==> config.mk <==
export PLATFORM = sky130hd
export DESIGN_NAME = layer_pipe_stage_flat
export DESIGN_NICKNAME = d
export VERILOG_FILES = /design/src/rtl/layer_pipe_stage_pkg.sv /design/src/rtl/layer_pipe_stage_if.sv /design/src/rtl/sat_counter.sv /design/src/rtl/layer_pipe_stage.sv /design/src/flat_wrapper.sv
export SDC_FILE = /design/constraint.sdc
export NUM_CORES = 1
export LEC_CHECK = 0
export ABC_AREA = 0
export CAP_MARGIN = 40
export CELL_PAD_IN_SITES_DETAIL_PLACEMENT = 2
export CELL_PAD_IN_SITES_GLOBAL_PLACEMENT = 2
export CORE_ASPECT_RATIO = 1.4
export CORE_MARGIN = 2
export CORE_UTILIZATION = 32
export DETAILED_ROUTE_END_ITERATION = 8
export PLACE_DENSITY = 0.82
export RECOVER_POWER = 25
export SYNTH_ARGS = -nofsm -noshare
export SYNTH_HDL_FRONTEND = slang
export SYNTH_SLANG_ARGS = --single-unit
==> constraint.sdc <==
create_clock -name clk -period 2.38 [get_ports clk]
set_clock_uncertainty 0.1 [all_clocks]
set_input_delay 0.476 -clock clk [delete_from_list [all_inputs] [get_ports clk]]
set_output_delay 0.476 -clock clk [all_outputs]
set_load 0.005 [all_outputs]
==> src/rtl/layer_pipe_stage_pkg.sv <==
// Shared packing constants for the LogicNets layer boundaries and LUT banks.
// Every stage and LUT bank derives its vector width from here so packing agrees.
package layer_pipe_stage_pkg;

  localparam int unsigned ACT_BITS   = 2;
  localparam int unsigned L0_NEURONS = 64;
  localparam int unsigned L1_NEURONS = 32;

  function automatic int unsigned packed_width(input int unsigned neurons);
    return neurons * ACT_BITS;
  endfunction

  localparam int unsigned L0_DATA_W = L0_NEURONS * ACT_BITS;
  localparam int unsigned L1_DATA_W = L1_NEURONS * ACT_BITS;

endpackage

==> src/rtl/layer_pipe_stage_if.sv <==
// Valid/ready vector bus between a neuron LUT bank and a layer pipe stage.
interface layer_pipe_stage_if #(
  parameter int unsigned DATA_W = layer_pipe_stage_pkg::L0_DATA_W
);
  logic              valid;
  logic              ready;
  logic [DATA_W-1:0] data;

  modport master (output valid, output data, input ready);
  modport slave  (input valid, input data, output ready);
endinterface

==> src/rtl/sat_counter.sv <==
// Saturating event counter with synchronous clear (clear wins over increment).
module sat_counter #(
  parameter int unsigned CNT_W = 16
) (
  input  logic             clk,
  input  logic             rst_n,
  input  logic             inc,
  input  logic             clr,
  output logic [CNT_W-1:0] count
);
  logic [CNT_W-1:0] count_q, count_d;

  always_comb begin
    count_d = count_q;
    if (clr) begin
      count_d = '0;
    end else if (inc && (count_q != '1)) begin
      count_d = count_q + 1'b1;
    end
  end

  always_ff @(posedge clk or negedge rst_n) begin
    if (!rst_n) begin
      count_q <= '0;
    end else begin
      count_q <= count_d;
    end
  end

  assign count = count_q;
endmodule

==> src/rtl/layer_pipe_stage.sv <==
// Two-entry skid buffer between layer-0 and layer-1 LUT banks, with a
// registered upstream ready and a saturating stall counter.
module layer_pipe_stage
  import layer_pipe_stage_pkg::*;
#(
  parameter int unsigned NEURONS  = layer_pipe_stage_pkg::L0_NEURONS,
  parameter int unsigned ACT_BITS = layer_pipe_stage_pkg::ACT_BITS,
  parameter int unsigned CNT_W    = 16
) (
  input  logic                 clk,
  input  logic                 rst_n,
  layer_pipe_stage_if.slave    s_if,
  layer_pipe_stage_if.master   m_if,
  input  logic                 flush,
  input  logic                 stat_clr,
  output logic [1:0]           occupancy,
  output logic [CNT_W-1:0]     stall_cnt
);
  localparam int unsigned DATA_W = NEURONS * ACT_BITS;

  logic              main_valid_q, main_valid_d;
  logic              skid_valid_q, skid_valid_d;
  logic [DATA_W-1:0] main_data_q,  main_data_d;
  logic [DATA_W-1:0] skid_data_q,  skid_data_d;
  logic              s_ready_q,    s_ready_d;
  logic [1:0]        occupancy_q,  occupancy_d;
  logic              accept, drain;

  // ready is a flop; flush only masks it so no accept can be counted
  assign accept = s_if.valid & s_ready_q & ~flush;
  assign drain  = main_valid_q & m_if.ready & ~flush;

  always_comb begin
    main_valid_d = main_valid_q;
    skid_valid_d = skid_valid_q;
    main_data_d  = main_data_q;
    skid_data_d  = skid_data_q;
    if (flush) begin
      main_valid_d = 1'b0;
      skid_valid_d = 1'b0;
    end else if (skid_valid_q) begin
      if (drain) begin
        main_data_d  = skid_data_q;
        skid_valid_d = 1'b0;
      end
    end else if (main_valid_q) begin
      if (drain && accept) begin
        main_data_d = s_if.data;
      end else if (drain) begin
        main_valid_d = 1'b0;
      end else if (accept) begin
        skid_data_d  = s_if.data;
        skid_valid_d = 1'b1;
      end
    end else if (accept) begin
      main_data_d  = s_if.data;
      main_valid_d = 1'b1;
    end
    s_ready_d   = ~skid_valid_d;
    occupancy_d = {1'b0, main_valid_d} + {1'b0, skid_valid_d};
  end

  always_ff @(posedge clk or negedge rst_n) begin
    if (!rst_n) begin
      main_valid_q <= 1'b0;
      skid_valid_q <= 1'b0;
      main_data_q  <= '0;
      skid_data_q  <= '0;
      s_ready_q    <= 1'b1;
      occupancy_q  <= '0;
    end else begin
      main_valid_q <= main_valid_d;
      skid_valid_q <= skid_valid_d;
      main_data_q  <= main_data_d;
      skid_data_q  <= skid_data_d;
      s_ready_q    <= s_ready_d;
      occupancy_q  <= occupancy_d;
    end
  end

  assign s_if.ready = s_ready_q & ~flush;
  assign m_if.valid = main_valid_q;
  assign m_if.data  = main_data_q;
  assign occupancy  = occupancy_q;

  sat_counter #(.CNT_W(CNT_W)) u_stall_cnt (
    .clk   (clk),
    .rst_n (rst_n),
    .inc   (main_valid_q & ~m_if.ready),
    .clr   (stat_clr),
    .count (stall_cnt)
  );
endmodule

==> src/flat_wrapper.sv <==
// flat-port wrapper written by rule: the top's interface ports become plain ports
module layer_pipe_stage_flat import layer_pipe_stage_pkg::*;
#(
  parameter int unsigned NEURONS  = layer_pipe_stage_pkg::L0_NEURONS,
  parameter int unsigned ACT_BITS = layer_pipe_stage_pkg::ACT_BITS,
  parameter int unsigned CNT_W    = 16
)
  (clk, rst_n, flush, stat_clr, occupancy, stall_cnt, s_if_valid, s_if_data, s_if_ready, m_if_valid, m_if_data, m_if_ready);
  layer_pipe_stage_if #(.DATA_W((L0_DATA_W))) s_if_i ();
  layer_pipe_stage_if #(.DATA_W((L0_DATA_W))) m_if_i ();
  input  logic clk;
  input  logic rst_n;
  input  logic flush;
  input  logic stat_clr;
  output logic [1:0] occupancy;
  output logic [CNT_W-1:0] stall_cnt;
  input wire logic [$bits(s_if_i.valid)-1:0] s_if_valid;
  input wire logic [$bits(s_if_i.data)-1:0] s_if_data;
  output wire logic [$bits(s_if_i.ready)-1:0] s_if_ready;
  output wire logic [$bits(m_if_i.valid)-1:0] m_if_valid;
  output wire logic [$bits(m_if_i.data)-1:0] m_if_data;
  input wire logic [$bits(m_if_i.ready)-1:0] m_if_ready;
  assign s_if_i.valid = s_if_valid;
  assign s_if_i.data = s_if_data;
  assign s_if_ready = s_if_i.ready;
  assign m_if_valid = m_if_i.valid;
  assign m_if_data = m_if_i.data;
  assign m_if_i.ready = m_if_ready;
  layer_pipe_stage #(.NEURONS(NEURONS), .ACT_BITS(ACT_BITS), .CNT_W(CNT_W)) u_core (.clk(clk), .rst_n(rst_n), .s_if(s_if_i), .m_if(m_if_i), .flush(flush), .stat_clr(stat_clr), .occupancy(occupancy), .stall_cnt(stall_cnt));
endmodule
# After elaboration in Yosys (flattened, before gate mapping)
# Cells that the tools add are included.
# op_classes
n_addsub,2
eq_ne,3
mux,18
bitwise_logic,12
n_reduce_logical,6
# op_table
operator,n
128-bit two-way mux,5
16-bit two-way mux,2
"16-bit by 1-bit adder with 16-bit output, second input constant",1
"16-bit inequality test, second input constant",1
1-bit two-way mux,11
1-bit bitwise AND,6
1-bit NOT,6
6-bit AND reduction,1
4-bit AND reduction,1
"3-bit inequality test, second input constant",1
3-bit nonzero test,1
1-bit by 1-bit adder with 2-bit output,1
1-bit logical AND,2
"2-bit inequality test, second input constant",1
2-bit nonzero test,1
# word_totals
regBits,277
input_bits,134
output_inout_bits,148
word_cells,48

# Depth between registers and ports, before layout
# Gate-level depths: netlist (run 1).
# logic_depth
word_depth,9
mapped_depth,7
mapped_depth_nobuf,5

# Hierarchy
# A second synthesis (run 1) with hierarchy kept.
# hier_totals
cells_unflattened,799
hier_area_um2,12603.3
# by_module_without_submodules
module,n_inst,cells_per_inst,area_each_um2,seq_area_each_um2
layer_pipe_stage,1,701,11661.2,6532.5
sat_counter,1,98,942.2,400.4

# Least setup slack after synthesis (run 1)
# Ideal clock, no wire load.
# synth_path
path_kind,input-to-reg
startpoint,in m_if_ready
endpoint,reg u_core.u_stall_cnt.count_q[14] (netlist: u_core.u_stall_cnt.count[14])
setup_time_ns,0.078
arrival_ns,1.803
t_required_ns,2.202
slack_ns,0.399
path_stages,5
n_path_buf,1
cell_sequence,nand2b_1 buf_6 or4_4 or4_1 a21oi_1
# synth_via
elab_chain_len,4
# synth_lines
element,line,rtl
"start, declared",flat_wrapper.sv:22,input wire logic [$bits(m_if_i.ready)-1:0] m_if_ready;
1-bit NOT,layer_pipe_stage.sv:89,".inc (main_valid_q & ~m_if.ready),"
1-bit bitwise AND,layer_pipe_stage.sv:89,
1-bit logical AND,sat_counter.sv:17,end else if (inc && (count_q != '1)) begin
2-bit nonzero test (no source line),-,
"end signal, assigned",sat_counter.sv:26,count_q <= count_d;
"end, declared",sat_counter.sv:11,"logic [CNT_W-1:0] count_q, count_d;"
# No other way between the ends.
# A chain may end at the register's enable or synchronous reset.

# Worst setup path in the final report (run 1)
# layout_path
startpoint,reg u_core.u_stall_cnt.count_q[5] (netlist: u_core.u_stall_cnt.count[5])
endpoint,out stall_cnt[5]
# layout_rtl
element,line,rtl
"end, declared",flat_wrapper.sv:16,output logic [CNT_W-1:0] stall_cnt;
# No word-level cell between the ends.

==> load_flow_metrics.sql, run 1 <==
INSERT INTO impl_metrics (metric_group, metric, value, unit) VALUES
('pwr', 'powerDensity', '889', 'mW/mm^2'),
('hold_path', 'min_path_cells', '1', ''),
('sta', 'rsz0062_at_grt', 'false', ''),
('sta', 'worst_slew_pin_slew', '1.13', 'ns'),
('critical_path', 'cp_cell_sequence', 'clkdlybuf4s50_1', ''),
('cells_and_area', 'num-nets-final', '1368', ''),
('critical_path', 'cp.buffers_inverters', '1', ''),
('pwr', 'worst_voltage_drop_across_the_vdd_grid', '0.543', 'mV'),
('yosys', 'synth_edf_count', '0', ''),
('placed_design', 'dp.final_hpwl', '25000', 'um'),
('yosys', 'synthArstFlopShare', '100', '%'),
('cells_and_area', 'layout.cells.most_common_list', 'clkdlybuf4s50_1 (279), dfrtp_1 (275), a21oi_1 (140)', ''),
('flow_run', 'timing.max_cap.violations', '0', ''),
('critical_path', 'worst_reg2reg_path_depth', '6', ''),
('sta', 'layout_min_cycle_time', '2.23', 'ns'),
('cts', 'clk_pin_slew_worst_paths', '0.06', 'ns'),
('detailed_routing', 'drt-wirelength-per-cell', '21.0', 'um'),
('critical_path', 'timing.critical_path.slowest_stage_cell', 'clkdlybuf4s50_1', ''),
('die', 'placeableCoreArea', '0.0358', 'sq mm'),
('hold_path', 'holdCritPathClass', 'flip-flop to flip-flop', ''),
('critical_path', 'path_depth', '1', ''),
('yosys', 'synth.avg_cell_area', '12.4', 'sq um'),
('cells_and_area', 'most_common_cell_after_layout_fill_and_taps_aside', 'clkdlybuf4s50_1', ''),
('cts', 'clk_path_buf_depth', '3', ''),
('detailed_routing', 'drc_errors', '0', ''),
('die', 'floorplan.die.width', '165', 'um'),
('sta', 'finalHoldViolCount', '0', ''),
('outcome', 'status', 'finished clean', ''),
('placed_design', 'dpl-instance-area', '0.0152', 'sq mm'),
('global_routing', 'maximum_number_of_pins_on_one_net_before_global_route_repair', '71', ''),
('yosys', 'synth.cell_area', '0.0116', 'sq mm'),
('critical_path', 'cp-start-kind', 'flip-flop', ''),
('sta', 'post_route_fraction_of_the_period_consumed_by_the_critical_path', '93.7', '%'),
('critical_path', 'path_class', 'flip-flop to output pin', ''),
('sta', 'fin_tns_setup', '0', 'ns'),
('sta', 'slew_headroom', '24.7', '%'),
('yosys', 'ys_types', '37', ''),
('global_routing', 'grt_pass1_wl', '56800', 'um'),
('die', 'design.portCount', '282', ''),
('yosys', 'synthesis.yosys.warnings', '0', ''),
('cells_and_area', 'area_growth_syn_to_layout', '39.3', '%'),
('die', 'die_footprint', '0.0379', 'sq mm'),
('sta', 'setup_violations', '0', ''),
('critical_path', 'end_kind', 'output pin', ''),
('critical_path', 'critical_path.max_stage_delay', '0.57', 'ns'),
('cells_and_area', 'nFillCells', '3599', ''),
('global_routing', 'grt_antenna_before_repair', '5', ''),
('cells_and_area', 'fin_area', '0.0162', 'sq mm'),
('critical_path', 'critical_path.max_fanout', '8', ''),
('detailed_routing', 'drt.antenna.violating_nets', '0', ''),
('placed_design', 'post-place-ws', '-0.118', 'ns'),
('sta', 'timing.final.ws_setup', '0.150', 'ns'),
('global_routing', 'global_route.overflow_total', '0', ''),
('critical_path', 'path_delay_family', 'buffers and inverters', ''),
('cts', 'tritoncts.num_buffers', '29', ''),
('die', 'floorplan.die.height', '229', 'um'),
('critical_path', 'crit_required', '1.80', 'ns'),
('yosys', 'ys.flop_type', 'dfrtp_1', ''),
('yosys', 'ys_seq_elements', '277', ''),
('global_routing', 'grt.total_usage', '19.2', '%'),
('placed_design', 'final_replace_weighted_congestion', '0.743', ''),
('cells_and_area', 'final_layout_size_suffix_gt1_share', '17.7', '%'),
('detailed_routing', 'vias', '8544', ''),
('detailed_routing', 'first_iter_violations', '294', ''),
('cts', 'cts_tree', 'done', ''),
('detailed_routing', 'route.final.wire_length', '36200', 'um'),
('detailed_routing', 'post_drt_via_cell_ratio', '4.97', ''),
('die', 'floorplan.initialDensity', '32.5', '%'),
('yosys', 'postSynthCellCount', '939', ''),
('detailed_routing', 'firstDrtPassIters', '4', ''),
('yosys', 'seq_area_frac_synth', '59.7', '%'),
('yosys', 'synth.net_count', '1075', ''),
('pwr', 'leakage', '6.58', 'nW'),
('placed_design', 'port-buffer-count', '281', ''),
('sta', 'fmax', '448', 'MHz'),
('global_routing', 'grt_pass1_vias', '10100', ''),
('cts', 'numClockSinks', '277', ''),
('sta', 'final-max-slew-violation-count', '0', ''),
('cts', 'clock_insertion_delay_worst_skew', '0.55', 'ns'),
('cts', 'clockRootBuffer', 'clkbuf_16', ''),
('critical_path', 'worst_ep_arrival_time', '1.65', 'ns'),
('cts', 'cts_htree_levels', '1', ''),
('die', 'core.rowCount', '82', '');
## where the power goes
part	switching, W	leakage (nW)	total [W]	internal [W]
sequential	0.000686	3.27	0.00661	0.00592
combinational	0.00130	2.84	0.00331	0.00202
clock	0.00189	0.467	0.00448	0.00258
total	0.00388	6.58	0.0144	0.0105
## logic make-up (layout without fill, tap and decap cells)
| logic type | after synthesis | after routing | synth area share (%) |
|---|---|---|---|
| AO/OA/AOI/OAI | 160 | 160 | 7.28 |
| AND/OR/NAND/NOR | 177 | 177 | 6.70 |
| adder cells (fa/ha/maj) | 2 | 2 | 0.215 |
| flip-flops | 277 | 277 | 59.7 |
| multiplexers | 257 | 257 | 23.5 |
| other | 0 | 5 | 0 |
| XOR/XNOR | 1 | 1 | 0.0754 |
| buffers and inverters | 65 | 378 | 2.57 |
## metal layers
| layer | up-vias | track usage, % | wire length (um) |
|---|---|---|---|
| met5 | - | 0 | 13 |
| met1 | 4398 | 20.0 | 12600 |
| met2 | 206 | 36.8 | 20700 |
| li1 | 3900 | - | - |
| met4 | 2 | 6.30 | 738 |
| met3 | 38 | 4.62 | 2110 |
## per-stage QoR
stage / util, % / hold WS, ns / cells / power [W]
floorplan: - / 0.0804 / 939 / 0.00793
global placement: 42.5 / 0.374 / 1662 / 0.00975
detailed placement: 42.5 / 0.395 / 1662 / 0.0100
CTS: 45.1 / 0.400 / 1714 / 0.0147
global route: 45.2 / 0.422 / 1718 / 0.0152
finish: 45.2 / 0.406 / 1719 / 0.0144
## final timing paths
kind                                                    startpoint                                       end  slack (ns)
setup reg to reg           u_core.u_stall_cnt.count[0]$_DFFE_PN0P_  u_core.u_stall_cnt.count[15]$_DFFE_PN0P_        0.21
max in group asynchronous                                    rst_n         u_core.skid_data_q[6]$_DFFE_PN0P_        0.54
setup / recovery           u_core.u_stall_cnt.count[5]$_DFFE_PN0P_                              stall_cnt[5]        0.15
min in group asynchronous                                    rst_n         u_core.m_if.data[125]$_DFFE_PN0P_        0.62
hold / removal                  u_core.skid_data_q[82]$_DFFE_PN0P_        u_core.skid_data_q[82]$_DFFE_PN0P_        0.41
hold reg to reg                 u_core.skid_data_q[82]$_DFFE_PN0P_        u_core.skid_data_q[82]$_DFFE_PN0P_        0.41
## timing repair
item | 4_1_cts | 5_1_grt
hold endpoints to repair | 61 | 0
pin swaps | 0 | 1
resized for setup | 1 | 3
buffers inserted | 0 | 0
endpoints found under the setup margin | 1 | 3
hold buffers | 1 | 0
## layout make-up
class,instances,area (sq um),area share (%)
inverters,5,18.8,0.116
clock inverters,9,77.6,0.479
multi-input cells,597,4430,27.4
flip-flops and latches,277,6940,42.9
well taps,462,578,3.57
diodes,5,12.5,0.0773
repair buffers,322,3280,20.2
clock buffers,42,855,5.28
## synth_stat cells (6+ instances only)
master	instances	area, sq um
o31ai_1	6	45.0
or4_1	6	45.0
buf_2	38	190
nand2_1	7	26.3
clkbuf_1	17	63.8
o21ai_0	6	30.0
nand4_1	6	37.5
or3_1	7	43.8
mux2_2	126	1420
mux2i_1	129	1290
dfrtp_1	276	6910
nor2_1	132	495
a21oi_1	140	701
## sequential cells by signal, indices dropped and copies added, names as in the netlist
| name | count |
|---|---|
| u_core.m_if.data | 128 |
| u_core.skid_data_q | 128 |
| u_core.u_stall_cnt.count | 16 |
| u_core.occupancy | 2 |
| u_core.m_if.valid | 1 |
| u_core.s_ready_q | 1 |
| u_core.skid_valid_q | 1 |
(Power assumes the default switching activity.)
==> run 2, diff against run 1 <==
- CORE_UTILIZATION: 32 -> 34
- CTS_BUF_LIST: not set -> sky130_fd_sc_hd__clkbuf_4 sky130_fd_sc_hd__clkbuf_8
- GPL_TIMING_DRIVEN: not set -> 0
- PLACE_DENSITY: 0.82 -> 0.86
==> run 2 against run 1 <==
  * Clock power down 2%
  * Final cell count up 2.2%
  * Sequential share of layout area up 0.38 points
  * Core utilization up 2.1 points
  * Total power down 0.23%
  * Worst setup slack worse by 0.11 ns
  * First-iteration DRC count down 30%
  * Worst hold slack worse by 0.0023 ns
  * Critical endpoint is now u_core.u_stall_cnt.count[1]$_DFFE_PN0P_
  * Largest power group unchanged
  * Highest routed layer unchanged
==> load_flow_metrics.sql, run 2 (synthesis gave the netlist of run 1 again) <==
INSERT INTO impl_metrics (metric_group, metric, value, unit) VALUES
('outcome', 'status', 'finished clean', ''),
('placed_design', 'dp.final_hpwl', '27300', 'um'),
('cts', 'clk_pin_slew_worst_paths', '0.06', 'ns'),
('sta', 'fmax', '427', 'MHz'),
('critical_path', 'crit_required', '2.71', 'ns'),
('critical_path', 'cp_cell_sequence', 'ha_1 -> nand4_1 -> o41ai_2 -> buf_2 -> mux2i_1 -> nor2_1', ''),
('placed_design', 'final_replace_weighted_congestion', '0.763', ''),
('cells_and_area', 'layout.cells.most_common_list', 'clkdlybuf4s50_1 (279), dfrtp_1 (276), a21oi_1 (140)', ''),
('global_routing', 'grt_antenna_before_repair', '7', ''),
('sta', 'final-max-slew-violation-count', '0', ''),
('sta', 'rsz0062_at_grt', 'true', ''),
('cts', 'tritoncts.num_buffers', '47', ''),
('critical_path', 'timing.critical_path.slowest_stage_cell', 'o41ai_2', ''),
('detailed_routing', 'first_iter_violations', '207', ''),
('sta', 'setup_violations', '0', ''),
('cells_and_area', 'count_of_placed_standard_cells_in_the_final_layout_fillers_left_out', '1757', ''),
('critical_path', 'critical_path.max_stage_delay', '0.59', 'ns'),
('die', 'design.portCount', '282', ''),
('flow_run', 'timing.max_cap.violations', '0', ''),
('detailed_routing', 'route.final.wire_length', '38300', 'um'),
('placed_design', 'dpl-instance-area', '0.0151', 'sq mm'),
('critical_path', 'cp-start-kind', 'flip-flop', ''),
('pwr', 'powerDensity', '896', 'mW/mm^2'),
('die', 'floorplan.die.width', '160', 'um'),
('cells_and_area', 'fin_area', '0.0160', 'sq mm'),
('die', 'floorplan.die.height', '223', 'um'),
('cts', 'clk_path_buf_depth', '3', ''),
('sta', 'slew_headroom', '30.1', '%'),
('detailed_routing', 'vias', '8834', ''),
('hold_path', 'holdPathEnd', 'u_core.skid_data_q[122]$_DFFE_PN0P_', ''),
('detailed_routing', 'drt-wirelength-per-cell', '21.8', 'um'),
('cells_and_area', 'final_layout_size_suffix_gt1_share', '20.1', '%'),
('critical_path', 'path_class', 'flip-flop to flip-flop', ''),
('sta', 'timing.final.ws_setup', '0.0380', 'ns'),
('die', 'floorplan.initialDensity', '34.3', '%'),
('cts', 'numClockSinks', '277', ''),
('sta', 'layout_min_cycle_time', '2.34', 'ns'),
('cts', 'cts_htree_levels', '2', ''),
('hold_path', 'holdCritPathClass', 'flip-flop to flip-flop', ''),
('cts', 'clock_insertion_delay_worst_skew', '0.57', 'ns'),
('critical_path', 'worst_ep_arrival_time', '2.67', 'ns'),
('placed_design', 'numPlacedInstances', '1673', ''),
('sta', 'finalHoldViolCount', '0', ''),
('die', 'core.rowCount', '80', ''),
('detailed_routing', 'post_drt_via_cell_ratio', '5.03', ''),
('die', 'die_footprint', '0.0357', 'sq mm'),
('critical_path', 'reg2reg_from', 'u_core.u_stall_cnt.count[0]$_DFFE_PN0P_', ''),
('sta', 'post_route_fraction_of_the_period_consumed_by_the_critical_path', '98.4', '%'),
('global_routing', 'grt.total_usage', '21.7', '%'),
('critical_path', 'end_kind', 'flip-flop', ''),
('pwr', 'p_total', '0.0144', 'W'),
('global_routing', 'maximum_number_of_pins_on_one_net_before_global_route_repair', '110', ''),
('critical_path', 'reg2reg_to', 'u_core.u_stall_cnt.count[1]$_DFFE_PN0P_', ''),
('sta', 'worst_slew_pin_slew', '1.05', 'ns'),
('cells_and_area', 'post-route-util', '47.3', '%'),
('detailed_routing', 'firstDrtPassIters', '4', ''),
('pwr', 'leakage', '6.59', 'nW'),
('detailed_routing', 'drt.antenna.violating_nets', '0', ''),
('die', 'placeableCoreArea', '0.0339', 'sq mm'),
('hold_path', 'min_path_cells', '1', ''),
('cts', 'cts_setup_buffers', '0', ''),
('placed_design', 'port-buffer-count', '281', ''),
('global_routing', 'grt_pass1_vias', '10400', ''),
('cells_and_area', 'num-nets-final', '1408', ''),
('critical_path', 'ff2ff_setup_slack', '0.04', 'ns'),
('placed_design', 'post-place-ws', '-0.721', 'ns'),
('pwr', 'worst_voltage_drop_across_the_vdd_grid', '0.492', 'mV'),
('critical_path', 'critical_path.max_fanout', '10', ''),
('cells_and_area', 'area_growth_syn_to_layout', '38.0', '%'),
('cells_and_area', 'most_common_cell_after_layout_fill_and_taps_aside', 'clkdlybuf4s50_1', ''),
('cts', 'cts_tree', 'done', ''),
('critical_path', 'worst_reg2reg_path_depth', '6', ''),
('hold_path', 'worstHoldStart', 'u_core.skid_data_q[122]$_DFFE_PN0P_', ''),
('cts', 'clockRootBuffer', 'clkbuf_8', ''),
('detailed_routing', 'drc_errors', '0', ''),
('global_routing', 'global_route.overflow_total', '0', ''),
('global_routing', 'grt_pass1_wl', '60600', 'um');
[run 2: how the worst max path moves through the flow]
stage	start	to	slack, ns
after floorplan	m_if_ready	u_core.u_stall_cnt.count[14]$_DFFE_PN0P_	0.40
after global placement	rst_n	u_core.m_if.data[70]$_DFFE_PN0P_	-11.69
after detailed placement	m_if_ready	u_core.skid_data_q[108]$_DFFE_PN0P_	-0.72
after CTS	u_core.u_stall_cnt.count[0]$_DFFE_PN0P_	u_core.u_stall_cnt.count[1]$_DFFE_PN0P_	0.03
after global routing	u_core.u_stall_cnt.count[0]$_DFFE_PN0P_	u_core.u_stall_cnt.count[15]$_DFFE_PN0P_	-0.10
final	u_core.u_stall_cnt.count[0]$_DFFE_PN0P_	u_core.u_stall_cnt.count[1]$_DFFE_PN0P_	0.04
[run 2: power by group]
group          switching, W  internal (W)  leakage, nW
combinational       0.00134       0.00199         2.81
sequential         0.000717       0.00592         3.27
clock               0.00196       0.00244        0.505
[run 2: layout make-up]
class,count,area (sq um)
timing repair buffer,284,2860
multi-input combinational,597,4400
clock buffer,74,925
buffer,60,304
clock inverter,4,22.5
inverter,5,18.8
sequential,277,6930
fill,3360,17900
antenna,5,12.5
tap,451,564
[run 2: metal layers]
metal / share of wire [%] / GRT usage [%]
met4: 3.2 / 8.40
met1: 36 / 23.3
met3: 5.2 / 5.34
met5: 0.070 / 0
met2: 55 / 40.8
[run 2: metrics by stage]
| stage | hold WS (ns) | setup TNS, ns |
|---|---|---|
| 6_report | 0.403 | 0 |
| 3_5_place_dp | 0.395 | -155.05 |
| 2_1_floorplan | 0.0804 | 0 |
| 4_1_cts | 0.363 | 0 |
| 5_1_grt | 0.414 | -4.42 |
| 3_3_place_gp | 0.375 | -3375.05 |
[run 2: critical path, delay by kind of cell (launching register included)]
kind / cells / cell delay (ns)
fa+ha+maj: 1 / 0.27
buf+inv: 1 / 0.33
compound gates: 1 / 0.59
mux: 1 / 0.21
flops: 1 / 0.43
simple gates: 2 / 0.28
[run 2: repair_timing]
item                                    4_1_cts  5_1_grt
endpoints found under the hold margin        70        0
hold buffers                                  1        0
gates cloned                                  0        0
pin swaps                                     0        0
resized for setup                            10       16
endpoints found under the setup margin      231       45
==> run 3, diff against run 2 <==
- GPL_TIMING_DRIVEN: 0 -> not set
==> run 3 against run 2 <==
  * Combinational power up 2%
  * Final cell count down 0.51%
  * Core utilization up 0.88 points
  * Non-clock buffer count down 21
  * Register-to-register slack better by 0.18 ns
  * Largest power group unchanged
==> load_flow_metrics.sql, run 3 (synthesis gave the netlist of run 1 again) <==
INSERT INTO impl_metrics (metric_group, metric, value, unit) VALUES
('critical_path', 'reg2reg_from', 'u_core.u_stall_cnt.count[0]$_DFFE_PN0P_', ''),
('detailed_routing', 'drt.antenna.violating_nets', '0', ''),
('placed_design', 'final_replace_weighted_congestion', '0.749', ''),
('cells_and_area', 'most_common_cell_after_layout_fill_and_taps_aside', 'clkdlybuf4s50_1', ''),
('sta', 'rsz0062_at_grt', 'false', ''),
('die', 'floorplan.die.width', '160', 'um'),
('sta', 'setup_violations', '0', ''),
('pwr', 'switching_power', '0.00402', 'W'),
('placed_design', 'dp.final_hpwl', '26200', 'um'),
('pwr', 'worst_voltage_drop_across_the_vdd_grid', '0.590', 'mV'),
('detailed_routing', 'vias', '8736', ''),
('cells_and_area', 'area_growth_syn_to_layout', '40.6', '%'),
('hold_path', 'holdCritPathClass', 'primary input to async pin', ''),
('detailed_routing', 'post_drt_via_cell_ratio', '5.00', ''),
('global_routing', 'grt_pass1_vias', '10300', ''),
('critical_path', 'worst_ep_arrival_time', '1.64', 'ns'),
('cells_and_area', 'fin_area', '0.0163', 'sq mm'),
('global_routing', 'grt_pass1_wl', '58700', 'um'),
('flow_run', 'timing.max_cap.violations', '0', ''),
('die', 'die_footprint', '0.0357', 'sq mm'),
('placed_design', 'dpl-instance-area', '0.0153', 'sq mm'),
('sta', 'hold_slack', '0.331', 'ns'),
('detailed_routing', 'firstDrtPassIters', '4', ''),
('critical_path', 'cp-start-kind', 'flip-flop', ''),
('pwr', 'leakage', '6.66', 'nW'),
('cts', 'cts_tree', 'done', ''),
('critical_path', 'path_delay_family', 'buffers and inverters', ''),
('pwr', 'p_sw_share', '27.3', '%'),
('critical_path', 'critical_path.max_fanout', '8', ''),
('sta', 'worst_slew_pin_slew', '0.996', 'ns'),
('sta', 'slew_headroom', '33.6', '%'),
('detailed_routing', 'drc_errors', '0', ''),
('cts', 'clk_pin_slew_worst_paths', '0.06', 'ns'),
('global_routing', 'maximum_number_of_pins_on_one_net_before_global_route_repair', '88', ''),
('critical_path', 'end_kind', 'output pin', ''),
('critical_path', 'cp.buffers_inverters', '1', ''),
('pwr', 'share_comb_of_total_power', '22.9', '%'),
('cts', 'tritoncts.num_buffers', '46', ''),
('pwr', 'power.share.clock', '32.0', '%'),
('critical_path', 'crit_required', '1.80', 'ns'),
('die', 'design.portCount', '282', ''),
('pwr', 'internal_power', '0.0107', 'W'),
('cts', 'numClockSinks', '277', ''),
('sta', 'post_route_fraction_of_the_period_consumed_by_the_critical_path', '92.9', '%'),
('sta', 'finalHoldViolCount', '0', ''),
('die', 'core.rowCount', '80', ''),
('critical_path', 'timing.critical_path.slowest_stage_cell', 'clkdlybuf4s50_1', ''),
('pwr', 'powerDensity', '902', 'mW/mm^2'),
('critical_path', 'ff2ff_setup_slack', '0.22', 'ns'),
('die', 'floorplan.die.height', '223', 'um'),
('sta', 'final-max-slew-violation-count', '0', ''),
('outcome', 'status', 'finished clean', ''),
('placed_design', 'port-buffer-count', '281', ''),
('cts', 'cts_setup_buffers', '0', ''),
('global_routing', 'grt_antenna_before_repair', '13', ''),
('cts', 'clockRootBuffer', 'clkbuf_8', ''),
('global_routing', 'global_route.overflow_total', '0', ''),
('cells_and_area', 'final_layout_size_suffix_gt1_share', '19.8', '%'),
('detailed_routing', 'drt-wirelength-per-cell', '21.5', 'um'),
('cells_and_area', 'layout.cells.most_common_list', 'clkdlybuf4s50_1 (279), dfrtp_1 (275), a21oi_1 (140)', ''),
('cells_and_area', 'num-nets-final', '1386', ''),
('critical_path', 'worst_reg2reg_path_depth', '6', ''),
('critical_path', 'path_class', 'flip-flop to output pin', ''),
('global_routing', 'grt.total_usage', '21.1', '%'),
('sta', 'fmax', '452', 'MHz'),
('pwr', 'power.sequential.fraction', '45.1', '%'),
('cts', 'cts_htree_levels', '2', ''),
('critical_path', 'reg2reg_to', 'u_core.u_stall_cnt.count[15]$_DFFE_PN0P_', ''),
('die', 'placeableCoreArea', '0.0339', 'sq mm'),
('detailed_routing', 'route.final.wire_length', '37600', 'um'),
('cts', 'clock_insertion_delay_worst_skew', '0.57', 'ns'),
('sta', 'layout_min_cycle_time', '2.21', 'ns'),
('detailed_routing', 'first_iter_violations', '247', ''),
('cts', 'clk_path_buf_depth', '3', ''),
('die', 'floorplan.initialDensity', '34.3', '%'),
('critical_path', 'cp_cell_sequence', 'clkdlybuf4s50_1', ''),
('critical_path', 'critical_path.max_stage_delay', '0.57', 'ns');
==> run 3: layer usage <==
metal | vias to the layer above | wire length, um | global-route usage (%) | share of wire [%]
li1 | 3951 | - | - | -
met1 | 4480 | 13100 | 21.5 | 35
met2 | 232 | 21000 | 39.5 | 56
met3 | 71 | 2020 | 5.54 | 5.4
met4 | 2 | 1360 | 10.4 | 3.6
met5 | - | 13 | 0 | 0.035
==> run 3: what timing repair did <==
item / CTS / global route
hold buffers: 1 / 0
endpoints found under the setup margin: 1 / 1
gates cloned: 0 / 0
endpoints found under the hold margin: 58 / 0
resized for setup: 1 / 1
==> run 3: worst max path at each step <==
| stage | from | end | slack, ns | depth (start not counted) |
|---|---|---|---|---|
| after floorplan | m_if_ready | u_core.u_stall_cnt.count[14]$_DFFE_PN0P_ | 0.40 | 5 |
| after global placement | m_if_ready | u_core.u_stall_cnt.count[14]$_DFFE_PN0P_ | -0.06 | 5 |
| after detailed placement | m_if_ready | u_core.m_if.data[105]$_DFFE_PN0P_ | -0.20 | 9 |
| after CTS | u_core.u_stall_cnt.count[5]$_DFFE_PN0P_ | stall_cnt[5] | 0.09 | 1 |
| after global routing | u_core.u_stall_cnt.count[0]$_DFFE_PN0P_ | u_core.u_stall_cnt.count[15]$_DFFE_PN0P_ | 0.01 | 6 |
| final | u_core.u_stall_cnt.count[5]$_DFFE_PN0P_ | stall_cnt[5] | 0.17 | 1 |
==> run 3: layout make-up <==
cell class	count	area [sq um]
Fill cell	3297	17600
Sequential cell	277	6940
Clock inverter	6	82.6
Antenna cell	12	30.0
Inverter	5	18.8
Clock buffer	77	966
Tap cell	451	564
Multi-Input combinational cell	597	4420
Timing Repair Buffer	323	3320
==> run 3: power groups by stage <==
stage,Combinational (W),Sequential (W),Clock [W]
2_1_floorplan,0.00140,0.00654,0
3_3_place_gp,0.00319,0.00656,0
4_1_cts,0.00345,0.00665,0.00490
5_1_grt,0.00368,0.00679,0.00506
3_5_place_dp,0.00341,0.00671,0
6_report,0.00337,0.00664,0.00472
==> run 3: metrics by stage <==
stage | setup WS (ns) | cells | total power (W) | setup TNS [ns] | utilization [%]
2_1_floorplan | 0.399 | 939 | 0.00793 | 0 | -
4_1_cts | 0.0876 | 1736 | 0.0150 | 0 | 48.2
3_3_place_gp | -0.0615 | 1652 | 0.00976 | -1.83 | 45.1
6_report | 0.169 | 1748 | 0.0147 | 0 | 48.1
5_1_grt | 0.0143 | 1748 | 0.0155 | 0 | 48.1
3_5_place_dp | -0.202 | 1652 | 0.0101 | -15.42 | 45.1
